$ cat config.mk
export PLATFORM = sky130hd
export DESIGN_NAME = branch_resolve_unit
export DESIGN_NICKNAME = d
export VERILOG_FILES = /design/src/rtl/branch_pkg.sv /design/src/rtl/branch_cond_eval.sv /design/src/rtl/branch_resolve_unit.sv
export SDC_FILE = /design/constraint.sdc
export NUM_CORES = 1
export LEC_CHECK = 0
export ABC_AREA = 0
export ABC_CLOCK_PERIOD_IN_PS = 5700
export CAP_MARGIN = 20
export CORE_MARGIN = 1.5
export CORE_UTILIZATION = 50
export DETAILED_ROUTE_END_ITERATION = 7
export PLACE_DENSITY = 0.85
export SYNTH_ARGS = -nofsm -noshare
export SYNTH_HDL_FRONTEND = slang
export SYNTH_SLANG_ARGS = --single-unit
export TNS_END_PERCENT = 1
$ cat constraint.sdc
create_clock -name clk -period 5.7 [get_ports clk]
set_input_delay 1.14 -clock clk [delete_from_list [all_inputs] [get_ports clk]]
set_output_delay 1.14 -clock clk [all_outputs]
set_load 0.01 [all_outputs]
$ cat src/rtl/branch_pkg.sv
// branch_pkg: funct3 codes, predictor counter encodings and counter type
// shared by the branch resolution unit and its condition evaluator.
package branch_pkg;
    localparam logic [2:0] F3_BEQ  = 3'b000;
    localparam logic [2:0] F3_BNE  = 3'b001;
    localparam logic [2:0] F3_BLT  = 3'b100;
    localparam logic [2:0] F3_BGE  = 3'b101;
    localparam logic [2:0] F3_BLTU = 3'b110;
    localparam logic [2:0] F3_BGEU = 3'b111;

    typedef logic [1:0] ctr_t;

    localparam ctr_t CTR_SNT = 2'b00;
    localparam ctr_t CTR_WNT = 2'b01;
    localparam ctr_t CTR_WT  = 2'b10;
    localparam ctr_t CTR_ST  = 2'b11;
endpackage

$ cat src/rtl/branch_cond_eval.sv
// branch_cond_eval: combinational RISC-V conditional-branch evaluation;
// funct3 010/011 are reserved and report illegal with taken forced low.
module branch_cond_eval
    import branch_pkg::*;
#(
    parameter int XLEN = 16
) (
    input  logic [2:0]      funct3,
    input  logic [XLEN-1:0] rs1,
    input  logic [XLEN-1:0] rs2,
    output logic            taken,
    output logic            illegal
);
    logic w_eq;
    logic w_lt;
    logic w_ltu;

    assign w_eq  = rs1 == rs2;
    assign w_lt  = $signed(rs1) < $signed(rs2);
    assign w_ltu = rs1 < rs2;

    always_comb begin
        illegal = funct3 == 3'b010 || funct3 == 3'b011;
        taken   = funct3 == F3_BEQ  ? w_eq   :
                  funct3 == F3_BNE  ? !w_eq  :
                  funct3 == F3_BLT  ? w_lt   :
                  funct3 == F3_BGE  ? !w_lt  :
                  funct3 == F3_BLTU ? w_ltu  :
                  funct3 == F3_BGEU ? !w_ltu : 1'b0;
    end
endmodule

$ cat src/rtl/branch_resolve_unit.sv
// branch_resolve_unit: registered branch resolution plus a direct-mapped
// 2-bit predictor table; BRANCH_RESOLVE_STATS_EN adds branch/mispredict counters.
module branch_resolve_unit
    import branch_pkg::*;
#(
    parameter int XLEN      = 16,
    parameter int PC_W      = 16,
    parameter int BHT_DEPTH = 16
) (
    input  logic            clk,
    input  logic            rst,
    input  logic [PC_W-1:0] pred_pc,
    output logic            pred_taken,
    input  logic            res_valid,
    input  logic            res_branch,
    input  logic [2:0]      res_funct3,
    input  logic [PC_W-1:0] res_pc,
    input  logic [XLEN-1:0] rs1_data,
    input  logic [XLEN-1:0] rs2_data,
    input  logic            res_pred,
`ifdef BRANCH_RESOLVE_STATS_EN
    output logic [31:0]     stat_branches,
    output logic [31:0]     stat_mispredicts,
`endif
    output logic            out_valid,
    output logic            out_taken,
    output logic            out_mispredict,
    output logic            out_illegal
);
    localparam int IDX_W = $clog2(BHT_DEPTH);

    ctr_t             r_bht [BHT_DEPTH];
    logic             r_valid;
    logic             r_taken;
    logic             r_mispredict;
    logic             r_illegal;
    logic             w_accept;
    logic             w_taken;
    logic             w_illegal;
    logic [IDX_W-1:0] w_pidx;
    logic [IDX_W-1:0] w_ridx;
    ctr_t             w_ctr;
    ctr_t             w_next;
    logic             w_unused;

    branch_cond_eval #(.XLEN(XLEN)) u_cond (
        .funct3  (res_funct3),
        .rs1     (rs1_data),
        .rs2     (rs2_data),
        .taken   (w_taken),
        .illegal (w_illegal)
    );

    assign w_accept   = res_valid && res_branch;
    assign w_pidx     = pred_pc[IDX_W:1];
    assign w_ridx     = res_pc[IDX_W:1];
    assign w_unused   = ^{pred_pc, res_pc};
    // Table is read before the edge, so a same-index update shows up next cycle.
    assign pred_taken = r_bht[w_pidx][1];

    always_comb begin
        w_ctr  = r_bht[w_ridx];
        w_next = w_taken ? (w_ctr == CTR_ST ? CTR_ST : w_ctr + 2'd1)
                         : (w_ctr == CTR_SNT ? CTR_SNT : w_ctr - 2'd1);
    end

    always_ff @(posedge clk) begin
        if (rst) begin
            for (int i = 0; i < BHT_DEPTH; i++) r_bht[i] <= CTR_WNT;
            r_valid      <= 1'b0;
            r_taken      <= 1'b0;
            r_mispredict <= 1'b0;
            r_illegal    <= 1'b0;
        end else begin
            r_valid <= w_accept;
            if (w_accept) begin
                r_taken      <= w_taken;
                r_mispredict <= w_taken != res_pred;
                r_illegal    <= w_illegal;
                if (!w_illegal) r_bht[w_ridx] <= w_next;
            end
        end
    end

`ifdef BRANCH_RESOLVE_STATS_EN
    logic [31:0] r_stat_branches;
    logic [31:0] r_stat_mispredicts;

    always_ff @(posedge clk) begin
        if (rst) begin
            r_stat_branches    <= '0;
            r_stat_mispredicts <= '0;
        end else if (w_accept && !w_illegal) begin
            r_stat_branches <= r_stat_branches + 32'd1;
            if (w_taken != res_pred) r_stat_mispredicts <= r_stat_mispredicts + 32'd1;
        end
    end

    assign stat_branches    = r_stat_branches;
    assign stat_mispredicts = r_stat_mispredicts;
`endif

    assign out_valid      = r_valid;
    assign out_taken      = r_taken;
    assign out_mispredict = r_mispredict;
    assign out_illegal    = r_illegal;
endmodule

==> results by group <==
STA
  • Final min period: 4.43 ns
  • RSZ-0062 raised after global routing: no
  • Max Slew Vio Count: 0
  • Worst Skew: 0.0137 ns
  • Final WS setup: 1.27 ns
  • Hold slack: 0.463 ns
  • Tcrit/Tclk final: 0.778
  • Final hold viol count: 0
  • Final setup violation count: 0
  • Fmax: 226 MHz
  • Setup TNS: 0 ns
  • Worst-Margin Slew: 0.694 ns
  • Slew headroom: 0.536

Global routing
  • Overall Global Routing Usage: 0.209
  • Grt met1 use: 0.236
  • First-pass GRT wire length: 8290 um
  • Remaining Overflow, GRT: 0
  • Met3 usage in global routing: 0.0472
  • Antenna violations before repair: 0
  • Top Usage Layer GRT: met2
  • Vias in the first global route: 1906
  • Met2 usage: 0.376
  • Largest net degree at the start of global routing: 23

Final layout
  • Final std cells w/o fill: 326
  • Area Growth Syn to Fin: 25.6%
  • Multi-input combinational cell area: 1250 um^2
  • Commonest non-fill, non-tap cell in the layout: clkdlybuf4s50_1
  • Sequential cell area: 1040 um^2
  • Ratio of cells with drive above 1 in the final layout: 0.154
  • Most frequent cells in the layout: 52 x clkdlybuf4s50_1, 32 x edfxtp_1, 25 x nand2_1
  • Ant. Diodes: 0
  • Fin nets: 359
  • # fillers: 380

Status
  • Status: completed

Synthesis
  • Post-synth top flop: edfxtp_1
  • Synth async-reset ratio: 0
  • Mapped Area: 2410 um^2
  • Count of state elements after synthesis: 36
  • Sequential-to-total area share from yosys stat: 0.431
  • Number of synthesized flops with an enable pin: 32
  • Dominant cells by area after synthesis: edfxtp_1 40%, mux4_2 13%, ha_1 8.3%, nand2_1 3.9%, nand2b_1 3.4%
  • Distinct cells, synth: 38
  • Post-Syn Nets: 310
  • Cells after synthesis: 222
  • Syn Area/Cell: 10.9 um^2
  • Synth top area share: 0.398
  • Area leader, netlist: edfxtp_1
  • YS warnings: 0

Detailed routing
  • Initial DRT Pass Iterations: 4
  • Routed wire per std cell: 14.9 um
  • Residual DRC: 0
  • Vias: 1830
  • Total Wirelength: 4850 um
  • Routed Antenna Nets: 0
  • DR iter-0 viols: 115
  • Via-to-Cell Ratio: 5.61

Floorplan
  • # IOs: 77
  • Num rows: 25
  • Die footprint: 5260 um^2
  • Die H: 72.5 um
  • Core Region: 4690 um^2
  • Starting density of the core: 0.515
  • Die Span X: 72.5 um

CTS
  • Post-CTS sizing: 0
  • Worst-Skew Late Latency: 0.29 ns
  • H-tree depth: 2
  • CTS buffer count: 5
  • CTS max path bufs: 2
  • TritonCTS clock tree: built
  • Clock transition at path regs: 0.08 ns
  • Root Driver: clkbuf_8
  • Num Clock Sinks: 36
  • Hold_buf cts: 0
  • Post-CTS setup buffer count: 0

Placement
  • Count of port buffers added during placement: 52
  • Pre-CTS setup slack: 1.26 ns
  • HPWL after detailed placement: 3790 um
  • Placer Congestion: 0.795
  • Placed insts: 318

Setup path
  • Crit-path cells: clkdlybuf4s50_1, mux4_2, mux4_2, clkdlybuf4s50_1
  • Setup CP Type: input port to primary output
  • Worst Setup Start Kind: input port
  • Worst path slowest cell: clkdlybuf4s50_1
  • Crit path largest cell delay: 0.64 ns
  • Worst EP required: 4.56 ns
  • Crit path arrival time: 3.29 ns
  • Crit. End Element: primary output
  • CP Max Fanout: 4

Pwr
  • Switching pwr: 153 uW
  • Gate power share: 0.211
  • Clk pwr share: 0.294
  • PD cells: 197 nW/um^2
  • Internal cell power: 444 uW
  • Peak supply drop: 0.131 mV
  • Leakage power: 1.08 nW
  • Sw Share: 0.256
  • Seq pwr share: 0.496

Job
  • Max-Cap Viols: 0

Min path
  • HP Class: register to register
## cell usage after synthesis, types with 4 or more instances
cell type and n:
a21oi_1 7, clkbuf_1 7, dfxtp_1 4, edfxtp_1 32, ha_1 16, inv_1 19
mux4_2 14, nand2_1 25, nand2b_1 13, nand3_1 11, nor2_1 9, nor2_2 10
nor2b_1 7, nor3_1 8, or2_2 6
## stage by stage
step / util / power (mW) / area (um^2)
3_5_place_dp: 0.629 / 0.428 / 2950
4_1_cts: 0.646 / 0.599 / 3030
5_1_grt: 0.646 / 0.622 / 3030
3_3_place_gp: 0.629 / 0.425 / 2950
2_1_floorplan: - / 0.375 / 2410
6_report: 0.646 / 0.597 / 3030
## worst paths after layout
check                                 endpoint  slack [ns]  cells past startpoint           start
worst max-delay path                pred_taken        1.27                      4      pred_pc[1]
worst min-delay path            out_mispredict        0.46                      2  out_mispredict
worst max register to register    r_bht[14][1]        3.38                      5     r_bht[8][1]
worst min register to register  out_mispredict        0.46                      2  out_mispredict
## critical path: cells and delay by family
kind,cells,cell delay (ns)
buffers and inverters,2,1.12
muxes,2,1.02
## layer usage
| metal | share of wire | up-vias |
|---|---|---|
| met1 | 0.40 | 856 |
| met2 | 0.51 | 63 |
| li1 | - | 901 |
| met3 | 0.063 | 10 |
| met4 | 0.027 | 0 |
| met5 | 0 | - |
## power by group through the flow
| stage | combinational (mW) | clock (mW) | sequential (mW) |
|---|---|---|---|
| after floorplan | 0.0743 | 0 | 0.301 |
| after global placement | 0.124 | 0 | 0.302 |
| after detailed placement | 0.126 | 0 | 0.302 |
| after CTS | 0.127 | 0.176 | 0.296 |
| after global routing | 0.140 | 0.186 | 0.297 |
| final | 0.126 | 0.175 | 0.296 |
## area by class of cell
| class | count | share of cell area |
|---|---|---|
| tap | 54 | 0.0223 |
| timing repair buffer | 52 | 0.172 |
| sequential | 36 | 0.343 |
| clock buffer | 6 | 0.0239 |
| multi-input combinational | 157 | 0.412 |
| inverter | 19 | 0.0235 |
| clock inverter | 2 | 0.00371 |
## sequential cells by signal, summed over array words and instances (netlist names)
signal and count:
out_mispredict 1, out_valid 1, out_taken 1, r_bht 32, out_illegal 1
## logic make-up after synthesis
kind of cell | share of synthesized area
fa+ha+maj | 0.0922
buf+inv | 0.0518
flops | 0.431
simple gates | 0.223
xor+xnor | 0.00363
mux | 0.139
compound gates | 0.0591
Note: power is estimated with default switching activity, not from simulation.
==> RTL change, RTL diff (same flow settings) <==
Build with the macro `BRANCH_RESOLVE_STATS_EN` defined.
--- a/src/rtl/branch_resolve_unit.sv
+++ b/src/rtl/branch_resolve_unit.sv
@@ -2,2 +2,4 @@
 // 2-bit predictor table; BRANCH_RESOLVE_STATS_EN adds branch/mispredict counters.
+`define BRANCH_RESOLVE_STATS_EN
+
 module branch_resolve_unit
Behaviour (old outputs only; new: stat_branches and stat_mispredicts): unchanged (equiv_simple and equiv_induct, registers matched by name and starting in step).
==> RTL change against the original RTL <==
Final cell count rose to 2.5 times the old value; clock power rose to 2.7 times the old value; total power up 130%; worst setup slack better by 0.033 ns; wire length rose to 2.8 times the old value; sequential share of layout area down 0.28 points; register-to-register slack worse by 0.58 ns; cell area up 120%; largest power group unchanged; via count rose to 2.6 times the old value; sequential cell count up 64; clock skew down 0.00064 ns; area after synthesis up 120%.
==> RTL change: results (changes against the original RTL) <==
outcome:
  status: "finished clean"
synth:
  yosysSeqAreaShare: 0.431  # about the same
  syn_nets: 667  # +120%
  synth_edf_count: 32  # unchanged
  async_reset_ff_frac: 0  # unchanged
  synthTopCellsByArea: "dfxtp_1 (25%), edfxtp_1 (18%), mux4_2 (6.3%)"
  synth_warnings: 0  # unchanged
  synth_common_cells: "dfxtp_1 (68), nor2_1 (58), nand2_1 (44)"
  ys_types: 49  # +29%
  yosysMostFrequentCell: "dfxtp_1"
  netlist_instances: 577  # +160%
placed_design:
  dp.cells: 805  # +150%
  pre_cts_ws_ns: 1.08  # -0.176 ns
  portBuffers: 116  # +120%
  gp_congestion: 0.831  # +4.5%
  placed_area_um2: 6620  # +120%
  detailedPlacementHpwl_um: 9720  # +160%
min_path:
  min_path_type: "register to register"
  min_from: "out_illegal"
pwr:
  irDropWorstVdd_v: 0.000135  # +3.3%
  leakagePower_uw: 0.00229  # +110%
worst_setup_path:
  crit_start: "pred_pc[1]"
  path_delay_family: "buffers and inverters"
  cp_max_fo: 4  # unchanged
  crit_path_top_delay_cell: "clkdlybuf4s50_1"
  slowest_delay_ns: 0.62  # -0.02 ns
  regToRegStartpoint: "stat_mispredicts[3]"
  cp.arrival_ns: 3.26  # -0.03 ns
route:
  dr.pass1.iters: 4  # unchanged
  drt_iter0_markers: 275  # +140%
  routed_wl_um: 13400  # +180%
  vias_per_cell: 5.85  # +4.3%
global_route:
  antenna_found_initial: 0  # unchanged
  grt_max_degree: 59  # +160%
  grt_pass1_wl_um: 22000  # +170%
  grt_usage: 0.241  # +0.0313
cells_and_area:
  layout-drive-gt1-share: 0.0847  # -0.0697
  final_cells: 821  # +150%
  nets: 770  # +110%
  num_antenna_cells: 0  # unchanged
clock_network:
  post_cts_resized: 0  # unchanged
  cts.clk_slew.worst_paths_ns: 0.09
  clockBufferDepth: 2  # unchanged
  clock_latency_ns: 0.37  # +0.08 ns
  cts_buffers: 9  # +4
  root_buffer: "clkbuf_8"
  htree_levels: 3  # +1
  post-cts-setup-buffer-count: 0  # unchanged
sta:
  slew_headroom: 0.379  # -0.157
  clock-skew-final_ns: 0.0130  # -0.000642 ns
  fin_setup_tns_ns: 0  # unchanged
-- RTL change: cell count changes after synthesis, moves of 11 or more --
cell      delta
dfxtp_1     +64
nor2_1      +49
a21oi_1     +32
o21ai_0     +23
or3_1       +22
xor2_1      +20
nand2_1     +19
nand3_1     +15
nand4_1     +15
clkbuf_1    +13
or4_1       +11
-- RTL change: cells by family (layout without fill, tap and decap cells) --
group	count (synthesis)	count (layout)	share of synthesized area
and+or+nand+nor	267	267	0.261
DFF	100	100	0.431
adders and majority gates	18	18	0.0418
buffers and inverters	51	159	0.0381
muxes	21	21	0.0750
xor gates and xnor gates	29	29	0.0485
AOI/OAI and AO/OA	91	91	0.105
-- RTL change: worst register-to-register path: cells and delay by family, from the launching register on --
family | cells | cell delay [ns]
AND/OR/NAND/NOR | 7 | 1.97
flip-flops | 1 | 0.46
multiplexers | 1 | 0.37
-- RTL change: final cells by class --
class                      count  area (um2)
clock buffer                   9         124
clock inverter                 7        80.1
fill                         799        3550
inverter                      25        93.8
multi-input combinational    426        2860
sequential                   100        2320
tap                          136         170
timing repair buffer         118        1170
-- RTL change: worst paths after layout --
kind,endpoint,slack [ns],cells after the start
setup reg to reg,stat_mispredicts[31],2.80,8
hold reg to reg,out_illegal,0.50,2
hold / removal,out_illegal,0.50,2
setup / recovery,pred_taken,1.30,4
-- RTL change: per-stage QoR --
step                power (uW)  utilization  hold slack, ns
finish                    1390        0.658           0.501
global route              1440        0.658           0.524
CTS                       1400        0.658           0.504
detailed placement         931        0.638           0.489
global placement           923        0.638           0.480
floorplan                  861            -           0.504
-- RTL change: metal layers --
| metal | vias to the layer above | global-route usage | routed length (um) |
|---|---|---|---|
| li1 | 2299 | - | - |
| met1 | 2335 | 0.273 | 5260 |
| met2 | 147 | 0.435 | 6980 |
| met3 | 25 | 0.0650 | 891 |
| met4 | 0 | 0.0781 | 250 |
| met5 | - | 0 | 0 |
-- RTL change: where the power goes --
part / internal [uW] / switching [uW] / total [uW] / leakage (uW)
combinational: 78.4 / 88.5 / 167 / 0.00135
clock: 210 / 267 / 477 / 0.000105
sequential: 742 / 6.32 / 749 / 0.000835
